--- src/rtl/shift_sequencer_pkg.sv ---
// -----------------------------------------------------------------------------
// shift_pkg
// Shared definitions for the Cortex-M0 multi-cycle shift sequencer:
//   - shift-type encodings (matching the decode stage's 2-bit stype field)
//   - sequencer FSM states
//   - iteration cap that makes LSL/LSR/ASR by >= 32 come out architecturally
// -----------------------------------------------------------------------------
package shift_pkg;

    typedef enum logic [1:0] {
        SH_LSL = 2'b00,
        SH_LSR = 2'b01,
        SH_ASR = 2'b10,
        SH_ROR = 2'b11
    } stype_e;

    typedef enum logic [1:0] {
        ST_IDLE  = 2'b00,
        ST_SHIFT = 2'b01,
        ST_DONE  = 2'b10
    } state_e;

    // 33 single-bit steps: the 32nd shifts out the last data bit into C,
    // the 33rd shifts a zero (or the sign for ASR) into C.
    localparam int SH_MAX_ITER = 33;

    // ROR by a non-zero multiple of 32 does no stepping but still reports
    // C = Rm[31].
    function automatic logic ror_wraps(input logic [7:0] amt);
        return (amt != 8'd0) && (amt[4:0] == 5'd0);
    endfunction

endpackage

--- src/rtl/shift_sequencer_step.sv ---
// -----------------------------------------------------------------------------
// shift_step
// Combinational one-position shift of the working register.
//
// Ports:
//   i_stype  shift type (LSL/LSR/ASR/ROR)
//   i_reg    current working register
//   o_reg    working register after one position
//   o_carry  bit shifted out by this position
// -----------------------------------------------------------------------------
module shift_step
    import shift_pkg::*;
#(
    parameter int DATA_W = 32
) (
    input  stype_e              i_stype,
    input  logic [DATA_W-1:0]   i_reg,
    output logic [DATA_W-1:0]   o_reg,
    output logic                o_carry
);

    always_comb begin
        o_reg   = i_reg;
        o_carry = i_reg[0];
        case (i_stype)
            SH_LSL: begin
                o_carry = i_reg[DATA_W-1];
                o_reg   = {i_reg[DATA_W-2:0], 1'b0};
            end
            SH_LSR: begin
                o_reg   = {1'b0, i_reg[DATA_W-1:1]};
            end
            SH_ASR: begin
                o_reg   = {i_reg[DATA_W-1], i_reg[DATA_W-1:1]};
            end
            SH_ROR: begin
                o_reg   = {i_reg[0], i_reg[DATA_W-1:1]};
            end
            default: begin
                o_reg   = i_reg;
                o_carry = i_reg[0];
            end
        endcase
    end

endmodule

--- src/rtl/shift_sequencer.sv ---
// -----------------------------------------------------------------------------
// shift_sequencer
// Multi-cycle controller for the Cortex-M0 shifter (LSL, LSR, ASR, ROR).
// Shifts one position per clock (two with SHIFT_DUAL_STEP_EN defined) and
// produces the ARMv6-M result plus C/Z/N flags behind a start/busy/done
// handshake.
//
// Build option:
//   SHIFT_DUAL_STEP_EN  two positions per SHIFT cycle (last step single when
//                       an odd count remains); results identical.
//
// Ports:
//   clk                           rising-edge clock
//   rst                           synchronous active-high reset
//   start                         request, sampled only in IDLE
//   S                             update flags when 1, else pass through
//   stype                         00 LSL, 01 LSR, 10 ASR, 11 ROR
//   Rm                            operand
//   amount                        shift amount 0..255 (Rs[7:0])
//   carry_in, zero_in, neg_in     current APSR C/Z/N
//   busy                          high while shifting
//   done                          one-cycle pulse, results valid
//   Rd                            result, held until next accepted start
//   carry_out, zero_out, neg_out  resulting flags, held likewise
// -----------------------------------------------------------------------------
module shift_sequencer
    import shift_pkg::*;
#(
    parameter int DATA_W = 32,
    parameter int CNT_W  = 8
) (
    input  logic              clk,
    input  logic              rst,
    input  logic              start,
    input  logic              S,
    input  logic [1:0]        stype,
    input  logic [DATA_W-1:0] Rm,
    input  logic [CNT_W-1:0]  amount,
    input  logic              carry_in,
    input  logic              zero_in,
    input  logic              neg_in,
    output logic              busy,
    output logic              done,
    output logic [DATA_W-1:0] Rd,
    output logic              carry_out,
    output logic              zero_out,
    output logic              neg_out
);

    state_e              r_state;
    state_e              w_state_nxt;

    logic [DATA_W-1:0]   r_work;
    logic                r_carry;
    logic [CNT_W-1:0]    r_cnt;
    stype_e              r_stype;
    logic                r_s;
    logic                r_cin;
    logic                r_zin;
    logic                r_nin;

    logic [DATA_W-1:0]   r_rd;
    logic                r_cout;
    logic                r_zout;
    logic                r_nout;

    logic [CNT_W-1:0]    w_n;
    logic                w_c_init;
    logic [DATA_W-1:0]   w_reg1;
    logic                w_c1;
    logic [DATA_W-1:0]   w_step_reg;
    logic                w_step_c;
    logic                w_last;
    logic [CNT_W-1:0]    w_cnt_dec;

    logic [DATA_W-1:0]   w_fin_reg;
    logic                w_fin_c;
    logic                w_fin_s;
    logic [2:0]          w_fin_fl;
    logic                w_load_out;

    // Iteration count: ROR only needs amount mod 32; the others saturate at
    // 33 so the final C is the architectural one for any amount >= 32.
    always_comb begin
        if (stype_e'(stype) == SH_ROR)
            w_n = CNT_W'(amount[4:0]);
        else if (amount > CNT_W'(SH_MAX_ITER))
            w_n = CNT_W'(SH_MAX_ITER);
        else
            w_n = amount;
    end

    assign w_c_init = ((stype_e'(stype) == SH_ROR) && ror_wraps(8'(amount)))
                      ? Rm[DATA_W-1] : carry_in;

    shift_step #(.DATA_W(DATA_W)) u_step0 (
        .i_stype (r_stype),
        .i_reg   (r_work),
        .o_reg   (w_reg1),
        .o_carry (w_c1)
    );

`ifdef SHIFT_DUAL_STEP_EN
    logic [DATA_W-1:0]   w_reg2;
    logic                w_c2;
    logic                w_two;

    shift_step #(.DATA_W(DATA_W)) u_step1 (
        .i_stype (r_stype),
        .i_reg   (w_reg1),
        .o_reg   (w_reg2),
        .o_carry (w_c2)
    );

    // Take two positions unless only one remains.
    assign w_two      = (r_cnt >= CNT_W'(2));
    assign w_step_reg = w_two ? w_reg2 : w_reg1;
    assign w_step_c   = w_two ? w_c2   : w_c1;
    assign w_cnt_dec  = w_two ? (r_cnt - CNT_W'(2)) : (r_cnt - CNT_W'(1));
    assign w_last     = (r_cnt <= CNT_W'(2));
`else
    assign w_step_reg = w_reg1;
    assign w_step_c   = w_c1;
    assign w_cnt_dec  = r_cnt - CNT_W'(1);
    assign w_last     = (r_cnt == CNT_W'(1));
`endif

    // ---------------- FSM: state register ----------------
    always_ff @(posedge clk) begin
        if (rst)
            r_state <= ST_IDLE;
        else
            r_state <= w_state_nxt;
    end

    // ---------------- FSM: next state ----------------
    always_comb begin
        w_state_nxt = r_state;
        case (r_state)
            ST_IDLE:  if (start) w_state_nxt = (w_n == '0) ? ST_DONE : ST_SHIFT;
            ST_SHIFT: if (w_last) w_state_nxt = ST_DONE;
            ST_DONE:  w_state_nxt = ST_IDLE;
            default:  w_state_nxt = ST_IDLE;
        endcase
    end

    // ---------------- FSM: outputs ----------------
    always_comb begin
        busy = 1'b0;
        done = 1'b0;
        case (r_state)
            ST_SHIFT: busy = 1'b1;
            ST_DONE:  done = 1'b1;
            default: ;
        endcase
    end

    // Final values are taken either straight from the request (zero
    // iterations) or from the last shift step, so the output registers are
    // loaded on the edge that enters DONE and are valid during it.
    always_comb begin
        w_fin_reg = w_step_reg;
        w_fin_c   = w_step_c;
        w_fin_s   = r_s;
        w_fin_fl  = {r_cin, r_zin, r_nin};
        if (r_state == ST_IDLE) begin
            w_fin_reg = Rm;
            w_fin_c   = w_c_init;
            w_fin_s   = S;
            w_fin_fl  = {carry_in, zero_in, neg_in};
        end
    end

    assign w_load_out = (w_state_nxt == ST_DONE) && (r_state != ST_DONE);

    // ---------------- datapath ----------------
    always_ff @(posedge clk) begin
        if (rst) begin
            r_work  <= '0;
            r_carry <= 1'b0;
            r_cnt   <= '0;
            r_stype <= SH_LSL;
            r_s     <= 1'b0;
            r_cin   <= 1'b0;
            r_zin   <= 1'b0;
            r_nin   <= 1'b0;
            r_rd    <= '0;
            r_cout  <= 1'b0;
            r_zout  <= 1'b0;
            r_nout  <= 1'b0;
        end else begin
            case (r_state)
                ST_IDLE: begin
                    if (start) begin
                        r_work  <= Rm;
                        r_carry <= w_c_init;
                        r_cnt   <= w_n;
                        r_stype <= stype_e'(stype);
                        r_s     <= S;
                        r_cin   <= carry_in;
                        r_zin   <= zero_in;
                        r_nin   <= neg_in;
                    end
                end
                ST_SHIFT: begin
                    r_work  <= w_step_reg;
                    r_carry <= w_step_c;
                    r_cnt   <= w_cnt_dec;
                end
                default: ;
            endcase

            if (w_load_out) begin
                r_rd <= w_fin_reg;
                if (w_fin_s) begin
                    r_cout <= w_fin_c;
                    r_zout <= (w_fin_reg == '0);
                    r_nout <= w_fin_reg[DATA_W-1];
                end else begin
                    {r_cout, r_zout, r_nout} <= w_fin_fl;
                end
            end
        end
    end

    assign Rd        = r_rd;
    assign carry_out = r_cout;
    assign zero_out  = r_zout;
    assign neg_out   = r_nout;

endmodule
--- config.mk ---
export PLATFORM = sky130hd
export DESIGN_NAME = shift_sequencer
export DESIGN_NICKNAME = d
export VERILOG_FILES = /design/src/rtl/shift_sequencer_pkg.sv /design/src/rtl/shift_sequencer_step.sv /design/src/rtl/shift_sequencer.sv
export SDC_FILE = /design/constraint.sdc
export NUM_CORES = 1
export LEC_CHECK = 0
export ABC_CLOCK_PERIOD_IN_PS = 3400
export CAP_MARGIN = 25
export CORE_MARGIN = 3
export CORE_UTILIZATION = 55
export DETAILED_ROUTE_END_ITERATION = 8
export PLACE_DENSITY = 0.84
export SLEW_MARGIN = 30
export SYNTH_ARGS = -nofsm -noshare
export SYNTH_HDL_FRONTEND = slang
export SYNTH_SLANG_ARGS = --single-unit
--- constraint.sdc ---
create_clock -name clk -period 3.4 [get_ports clk]
set_input_delay 0.85 -clock clk [delete_from_list [all_inputs] [get_ports clk]]
set_output_delay 0.85 -clock clk [all_outputs]
set_load 0.005 [all_outputs]
* Word-level counts from Yosys, hierarchy flattened
Cells that the tools add are included.
** Storage, ports and cells
- Register bits after elaboration :: 83
- Input bits :: 49
- Output and inout port bits :: 37
- Logic and storage cells :: 58
** Operators by class
- Add/subtract/negate cells :: 1
- $lt $le $gt $ge :: 1
- Equal/unequal tests :: 10
- Mux-type cells :: 22
- Reduce and logical (&&, ||, !) cells :: 12
** Operator list (number)
- case mux 32 bit (4 select lines) :: 1
- two-way mux 32 bit :: 2
- case mux 32 bit (2 select lines) :: 1
- logical NOT 32 bit :: 1
- two-way mux 8 bit :: 3
- case mux 8 bit (2 select lines) :: 1
- equality test 2 bit, second input constant :: 5
- two-way mux 1 bit :: 9
- equality test 8 x 1 -> 1 bit, second input constant :: 1
- > comparator 8 x 6 -> 1 bit, second input constant :: 1
- logical NOT 8 bit :: 1
- nonzero test 8 bit :: 1
- subtractor 8 x 1 -> 8 bit, second input constant :: 1
- two-way mux 2 bit :: 3
- logical NOT 5 bit :: 1
- equality test 2 x 1 -> 1 bit, second input constant :: 2
- logical NOT 2 bit :: 2
- != test 2 bit, second input constant :: 2
- case mux 2 bit (2 select lines) :: 1
- AND reduction 2 bit :: 2
- logical AND 1 bit :: 3
- two-way mux 3 bit :: 1
- nonzero test 2 bit :: 1

* Longest topological paths before layout
- Depth in word-level cells :: 9
- Mapped depth :: 8
- Gate-level depth less buffers :: 7

* Modules after synthesis
A second synthesis with hierarchy kept.
** Second synthesis, totals
- Cells, all modules :: 536
- Area, all modules :: 4192.8 µm²
** By module, submodules not included
- shift_sequencer :: instances 1, cells an instance 498, area an instance 3764.9 µm², seq. area each 1661.6 µm²
- shift_step :: instances 1, cells an instance 38, area an instance 427.9 µm², seq. area each 0.0 µm²

* Least setup slack after synthesis
OpenSTA, ideal clock, no wires.
- Path type :: input to register
- Start :: input amount[4]
- End :: register r_cout (netlist: carry_out)
- Setup time :: 0.131 ns
- Arrival time :: 2.155 ns
- Data required time :: 3.269 ns
- Slack :: 1.114 ns
- Stages on the path :: 6
- Path buffers :: 0
- Path through :: or4_4 > nor4_2 > mux2i_1 > nor2_1 > o21bai_1 > a21oi_2
** Between the ends
- Longest elaborated chain between the ends :: 9
** RTL lines
- start: declaration :: RTL line shift_sequencer.sv:38 : input logic [CNT_W-1:0] amount,
- > comparator 8 x 6 -> 1 bit :: RTL line shift_sequencer.sv:87 : else if (amount > CNT_W'(SH_MAX_ITER))
- two-way mux 8 bit :: RTL line shift_sequencer.sv:87
- two-way mux 8 bit :: RTL line shift_sequencer.sv:85 : if (stype_e'(stype) == SH_ROR)
- logical NOT 8 bit :: RTL line shift_sequencer.sv:140 : ST_IDLE: if (start) w_state_nxt = (w_n == '0) ? ST_DONE : ST_SHIFT;
- two-way mux 2 bit (2 in a row) :: RTL line shift_sequencer.sv:140
- case mux 2 bit (2 select lines) :: RTL line shift_sequencer.sv:139 : case (r_state)
- equality test 2 bit :: RTL line shift_sequencer.sv:174 : assign w_load_out = (w_state_nxt == ST_DONE) && (r_state != ST_DONE);
- logical AND 1 bit :: RTL line shift_sequencer.sv:174
- end signal: assignment :: RTL line shift_sequencer.sv:216 : r_cout <= w_fin_c;
- end signal: assignment :: RTL line shift_sequencer.sv:220 : {r_cout, r_zout, r_nout} <= w_fin_fl;
- end: declaration :: RTL line shift_sequencer.sv:63 : logic r_cout;
Parallel ways exist; a longest one is shown, timed or not.
A chain may end at the register's enable or synchronous reset.

* Worst setup path after layout
- Start :: input amount[7]
- End :: register r_rd[2] (netlist: Rd[2])
** Between the ends
- Longest elaborated chain between the ends :: 9
** RTL lines
- > comparator 8 x 6 -> 1 bit :: RTL line shift_sequencer.sv:87
- two-way mux 8 bit * :: RTL line shift_sequencer.sv:87
- two-way mux 8 bit * :: RTL line shift_sequencer.sv:85
- logical NOT 8 bit * :: RTL line shift_sequencer.sv:140
- two-way mux 2 bit * (2 in a row) :: RTL line shift_sequencer.sv:140
- case mux 2 bit (2 select lines) * :: RTL line shift_sequencer.sv:139
- equality test 2 bit * :: RTL line shift_sequencer.sv:174
- logical AND 1 bit * :: RTL line shift_sequencer.sv:174
- end signal: assignment :: RTL line shift_sequencer.sv:214 : r_rd <= w_fin_reg;
- end: declaration :: RTL line shift_sequencer.sv:62 : logic [DATA_W-1:0] r_rd;
Every way passes the cells marked *; elsewhere a longest branch is shown, timed or not.

==> impl_results.html <==
<table>
<tr><th>Metric</th><th>Value</th></tr>
<tr><th colspan="2">Run status</th></tr>
<tr><td>Run status</td><td>finished, final reports clean</td></tr>
<tr><th colspan="2">STA</th></tr>
<tr><td>TNS Setup</td><td>0 ps</td></tr>
<tr><td>Achievable Freq</td><td>approximately 0.38 GHz</td></tr>
<tr><td>Portion of the clock cycle consumed by the worst path in the final layout</td><td>77.35%</td></tr>
<tr><td>Max Slew Vio Count</td><td>0</td></tr>
<tr><td>Worst-Margin Slew</td><td>730.8 ps</td></tr>
<tr><td>Unrepaired setup endpoints after global routing</td><td>false</td></tr>
<tr><td>Final hold viol count</td><td>0</td></tr>
<tr><td>Total of endpoints with negative setup slack in the final report</td><td>0</td></tr>
<tr><td>Worst Hold Margin</td><td>465.8 ps</td></tr>
<tr><td>Post-layout minimum cycle time</td><td>about 2600 ps</td></tr>
<tr><td>Min setup slack post-route</td><td>~770 ps</td></tr>
<tr><td>Layout Skew</td><td>roughly 9.4 ps</td></tr>
<tr><td>Max-Slew Margin vs Limit</td><td>51.28%</td></tr>
<tr><th colspan="2">Detailed routing</th></tr>
<tr><td>Detail Route Antenna Nets</td><td>0</td></tr>
<tr><td>Wire length per cell</td><td>18.33 um</td></tr>
<tr><td>Vias post-DR</td><td>4329</td></tr>
<tr><td>Total length of routed wires</td><td>around 13000 um</td></tr>
<tr><td>Vias/cell</td><td>approximately 6.2</td></tr>
<tr><td>DRC violations left</td><td>0</td></tr>
<tr><td>DR pass1 iterations</td><td>5</td></tr>
<tr><td>Number of design-rule violations left by the first detailed-router iteration</td><td>293</td></tr>
<tr><th colspan="2">Worst hold path</th></tr>
<tr><td>Worst-case hold path end point</td><td>r_zin</td></tr>
<tr><td>Startpoint of the lowest-slack hold path</td><td>r_zin</td></tr>
<tr><td>Min-Delay Path Class</td><td>flop to flop</td></tr>
<tr><td>Min-Delay Path Depth</td><td>2</td></tr>
<tr><th colspan="2">Layout</th></tr>
<tr><td>Fraction of layout cells with a size suffix above 1</td><td>12.00%</td></tr>
<tr><td>Post-synthesis to final-layout area growth</td><td>24.05%</td></tr>
<tr><td>Layout Utilization</td><td>between 70% and 80%</td></tr>
<tr><td>Most common cell after layout, fill and taps aside</td><td>sky130_fd_sc_hd__nor2_1</td></tr>
<tr><td>Non-filler cells, final</td><td>699</td></tr>
<tr><td>Diodes inserted</td><td>0</td></tr>
<tr><td>Commonest cells after routing, fill and taps aside</td><td>sky130_fd_sc_hd__nor2_1, sky130_fd_sc_hd__clkdlybuf4s50_1, sky130_fd_sc_hd__dfxtp_1</td></tr>
<tr><td>Number of nets at the end of the flow</td><td>646</td></tr>
<tr><th colspan="2">Synth</th></tr>
<tr><td>Compound-Gate Fraction of Synth Area</td><td>24.71%</td></tr>
<tr><td>Synth Area in XOR/XNOR</td><td>0.1995%</td></tr>
<tr><td>Share of synthesized area occupied by flip-flops and latches</td><td>37.85%</td></tr>
<tr><td>Leading cell types by total area after synthesis</td><td>sky130_fd_sc_hd__dfxtp_1, sky130_fd_sc_hd__nor2_1, sky130_fd_sc_hd__a211oi_2</td></tr>
<tr><td>Unique cell type count in the Yosys netlist</td><td>50</td></tr>
<tr><td>Warnings from Yosys</td><td>0</td></tr>
<tr><td>Avg Cell Area, Syn</td><td>8.268 sq um</td></tr>
<tr><td>Post-Synth Adder-Cell Area</td><td>0.5700%</td></tr>
<tr><td>Instance count of the mapped netlist</td><td>531</td></tr>
<tr><td>Top cell type by total area after synthesis</td><td>sky130_fd_sc_hd__dfxtp_1</td></tr>
<tr><td>Simple-gate area share of the yosys netlist</td><td>23.20%</td></tr>
<tr><td>Async SR Flop Fraction</td><td>0%</td></tr>
<tr><td>Synthesized flop and latch total</td><td>83</td></tr>
<tr><td>Post-synthesis net count</td><td>582</td></tr>
<tr><td>Area share of the largest cell type after synthesis</td><td>approximately 38%</td></tr>
<tr><td>Commonest register cell after synthesis</td><td>sky130_fd_sc_hd__dfxtp_1</td></tr>
<tr><td>Share of synthesized area spent on multiplexers</td><td>approximately 8.3%</td></tr>
<tr><td>Number of synthesized flops with an enable pin</td><td>0</td></tr>
<tr><td>Combinational family with the most area after synthesis</td><td>compound AO/OA/AOI/OAI gates</td></tr>
<tr><td>Area of the mapped netlist</td><td>0.004390 sq mm</td></tr>
<tr><th colspan="2">Power</th></tr>
<tr><td>Cell Pwr Density</td><td>454.4 mW/mm^2</td></tr>
<tr><td>Cell Int Power</td><td>around 1600 uW</td></tr>
<tr><td>Flop pwr share</td><td>45.2%</td></tr>
<tr><td>Leakage Power</td><td>0.001874 uW</td></tr>
<tr><td>Combinational Power Share</td><td>26.0%</td></tr>
<tr><td>Clk network pwr share</td><td>28.8%</td></tr>
<tr><td>Net switching fraction of the power</td><td>between 30% and 40%</td></tr>
<tr><td>Maximum vdd drop</td><td>0.2237 mV</td></tr>
<tr><td>Switching power summed over all nets</td><td>826.8 uW</td></tr>
<tr><th colspan="2">Worst setup path</th></tr>
<tr><td>Type of element launching the critical path</td><td>input pin</td></tr>
<tr><td>Data required, critical path</td><td>3620 ps</td></tr>
<tr><td>Origin of the critical flop-to-flop path</td><td>r_stype[0]</td></tr>
<tr><td>Capture instance of the worst register-to-register path</td><td>zero_out</td></tr>
<tr><td>Worst Path Class, Setup</td><td>input pin to flop</td></tr>
<tr><td>Length in cells of the worst reg-to-reg path</td><td>7</td></tr>
<tr><td>Maximum net fanout on the critical path</td><td>28</td></tr>
<tr><td>Critical path arrival</td><td>approximately 2900 ps</td></tr>
<tr><td>Type of element capturing the critical path</td><td>flop</td></tr>
<tr><td>Flop2flop setup slack</td><td>about 1000 ps</td></tr>
<tr><th colspan="2">Clock tree</th></tr>
<tr><td>Root buffer selected by CTS</td><td>sky130_fd_sc_hd__clkbuf_8</td></tr>
<tr><td>Maximum level of the CTS H-tree</td><td>3</td></tr>
<tr><td>Number of buffers on the longest clock path</td><td>2</td></tr>
<tr><td>Post-CTS sizing</td><td>0</td></tr>
<tr><td>Post-CTS setup buffer count</td><td>0</td></tr>
<tr><td>Clock slew at the register clock pins of the worst setup and hold paths</td><td>~80 ps</td></tr>
<tr><td>Hold-fix buffers at CTS</td><td>0</td></tr>
<tr><td>Clock net sink count</td><td>83</td></tr>
<tr><td>Clock Latency Late Sink</td><td>360 ps</td></tr>
<tr><td>CTS buffer count</td><td>9</td></tr>
<tr><td>Clock tree from TritonCTS</td><td>built</td></tr>
<tr><th colspan="2">Placed design</th></tr>
<tr><td>Count of port buffers added during placement</td><td>85</td></tr>
<tr><td>Instance count after placement with tap cells included</td><td>683</td></tr>
<tr><td>Routability congestion estimate</td><td>about 0.95</td></tr>
<tr><td>Worst setup timing slack at the placement stage</td><td>~410 ps</td></tr>
<tr><td>HPWL after detailed placement</td><td>8991 um</td></tr>
<tr><th colspan="2">Global route</th></tr>
<tr><td>Maximum number of pins on one net before global-route repair</td><td>49</td></tr>
<tr><td>Total GRT Usage</td><td>29.39%</td></tr>
<tr><td>Number of global-route vias before repair</td><td>around 4200</td></tr>
<tr><td>Total overflow reported by the global router</td><td>0</td></tr>
<tr><td>Initial antenna violation count</td><td>0</td></tr>
<tr><td>Wire length of the first global-routing pass</td><td>20910 um</td></tr>
<tr><th colspan="2">Floorplanning</th></tr>
<tr><td>Rows</td><td>31</td></tr>
<tr><td>Core footprint</td><td>0.007486 sq mm</td></tr>
<tr><td>Initial cell density of the core</td><td>58.65%</td></tr>
<tr><td>Y dimension of the die</td><td>95.35 um</td></tr>
<tr><td>Die area</td><td>0.009091 sq mm</td></tr>
<tr><td>Number of I/O pins</td><td>86</td></tr>
<tr><td>Width of the die</td><td>95.35 um</td></tr>
<tr><th colspan="2">Run</th></tr>
<tr><td>Count of max-cap constraint violations</td><td>0</td></tr>
</table>
[sequential cells by signal, summed over array words and instances, names as in the netlist]
register / cells
r_cin: 1
r_nin: 1
r_stype: 2
r_work: 32
Rd: 32
carry_out: 1
r_state: 2
zero_out: 1
r_zin: 1
r_cnt: 8
r_s: 1
neg_out: 1
[area by class of cell]
class | instances | area, sq um
repair buffers | 95 | 945.9
clock inverters | 6 | 66.31
inverters | 5 | 18.77
flip-flops and latches | 83 | 1662
fillers | 569 | 2039
well taps | 99 | 123.9
multi-input cells | 401 | 2502
clock buffers | 10 | 127.6
[Yosys cell counts (9+ instances only)]
| master | n |
|---|---|
| sky130_fd_sc_hd__nor4_1 | 16 |
| sky130_fd_sc_hd__a221oi_1 | 30 |
| sky130_fd_sc_hd__a211oi_2 | 30 |
| sky130_fd_sc_hd__nor3_1 | 11 |
| sky130_fd_sc_hd__nand3_1 | 9 |
| sky130_fd_sc_hd__a21oi_1 | 47 |
| sky130_fd_sc_hd__clkbuf_1 | 25 |
| sky130_fd_sc_hd__mux2i_1 | 34 |
| sky130_fd_sc_hd__buf_2 | 12 |
| sky130_fd_sc_hd__nor2_1 | 142 |
| sky130_fd_sc_hd__nand2_1 | 25 |
| sky130_fd_sc_hd__o21ai_0 | 11 |
| sky130_fd_sc_hd__dfxtp_1 | 83 |
[routing by layer]
layer	vias up	wire [um]	global-route usage [%]	part of all wire, %
met3	27	1119	5.683	8.7
met2	220	6032	47.76	47
met4	0	302	11.90	2.4
li1	2048	-	-	-
met5	-	0	0	0
met1	2034	5358	38.22	42
[per-stage QoR]
stage               total power [uW]  instance area (sq um)
floorplan                       1553                   4390
global placement                1754                   5253
detailed placement              1771                   5253
CTS                             2476                   5446
global route                    2592                   5446
finish                          2475                   5446
[cell families (layout without fill, tap and decap cells)]
group                    count (synthesis)  after routing
flip-flops                              83             83
adder cells (fa/ha/maj)                  2              2
AO/OA/AOI/OAI                          135            135
multiplexers                            36             36
XOR/XNOR                                 1              1
AND/OR/NAND/NOR                        227            227
buffers and inverters                   47            116
[worst max-delay path by stage]
stage | startpoint | endpoint | slack (ps) | cells past startpoint
after floorplan | amount[4] | carry_out | 1110 | 6
after global placement | amount[7] | Rd[5] | 490 | 8
after detailed placement | amount[6] | Rd[5] | 410 | 8
after CTS | amount[6] | Rd[2] | 790 | 8
after global routing | amount[7] | Rd[2] | 620 | 8
final | amount[7] | Rd[2] | 770 | 8
[power groups by stage]
stage | clock [uW] | sequential (uW) | combinational (uW)
2_1_floorplan | 0 | 1110 | 440
3_3_place_gp | 0 | 1140 | 618
3_5_place_dp | 0 | 1140 | 632
4_1_cts | 723 | 1120 | 637
5_1_grt | 754 | 1130 | 709
6_report | 712 | 1120 | 643
[critical path: stages]
cell and delay [ps]:
sky130_fd_sc_hd__clkdlybuf4s50_1 480, sky130_fd_sc_hd__nor3_1 70, sky130_fd_sc_hd__a21o_1 250, sky130_fd_sc_hd__a32oi_4 460, sky130_fd_sc_hd__buf_4 430, sky130_fd_sc_hd__a211oi_2 70
sky130_fd_sc_hd__a21oi_1 170, sky130_fd_sc_hd__nor2_1 60
(Power assumes the default switching activity.)
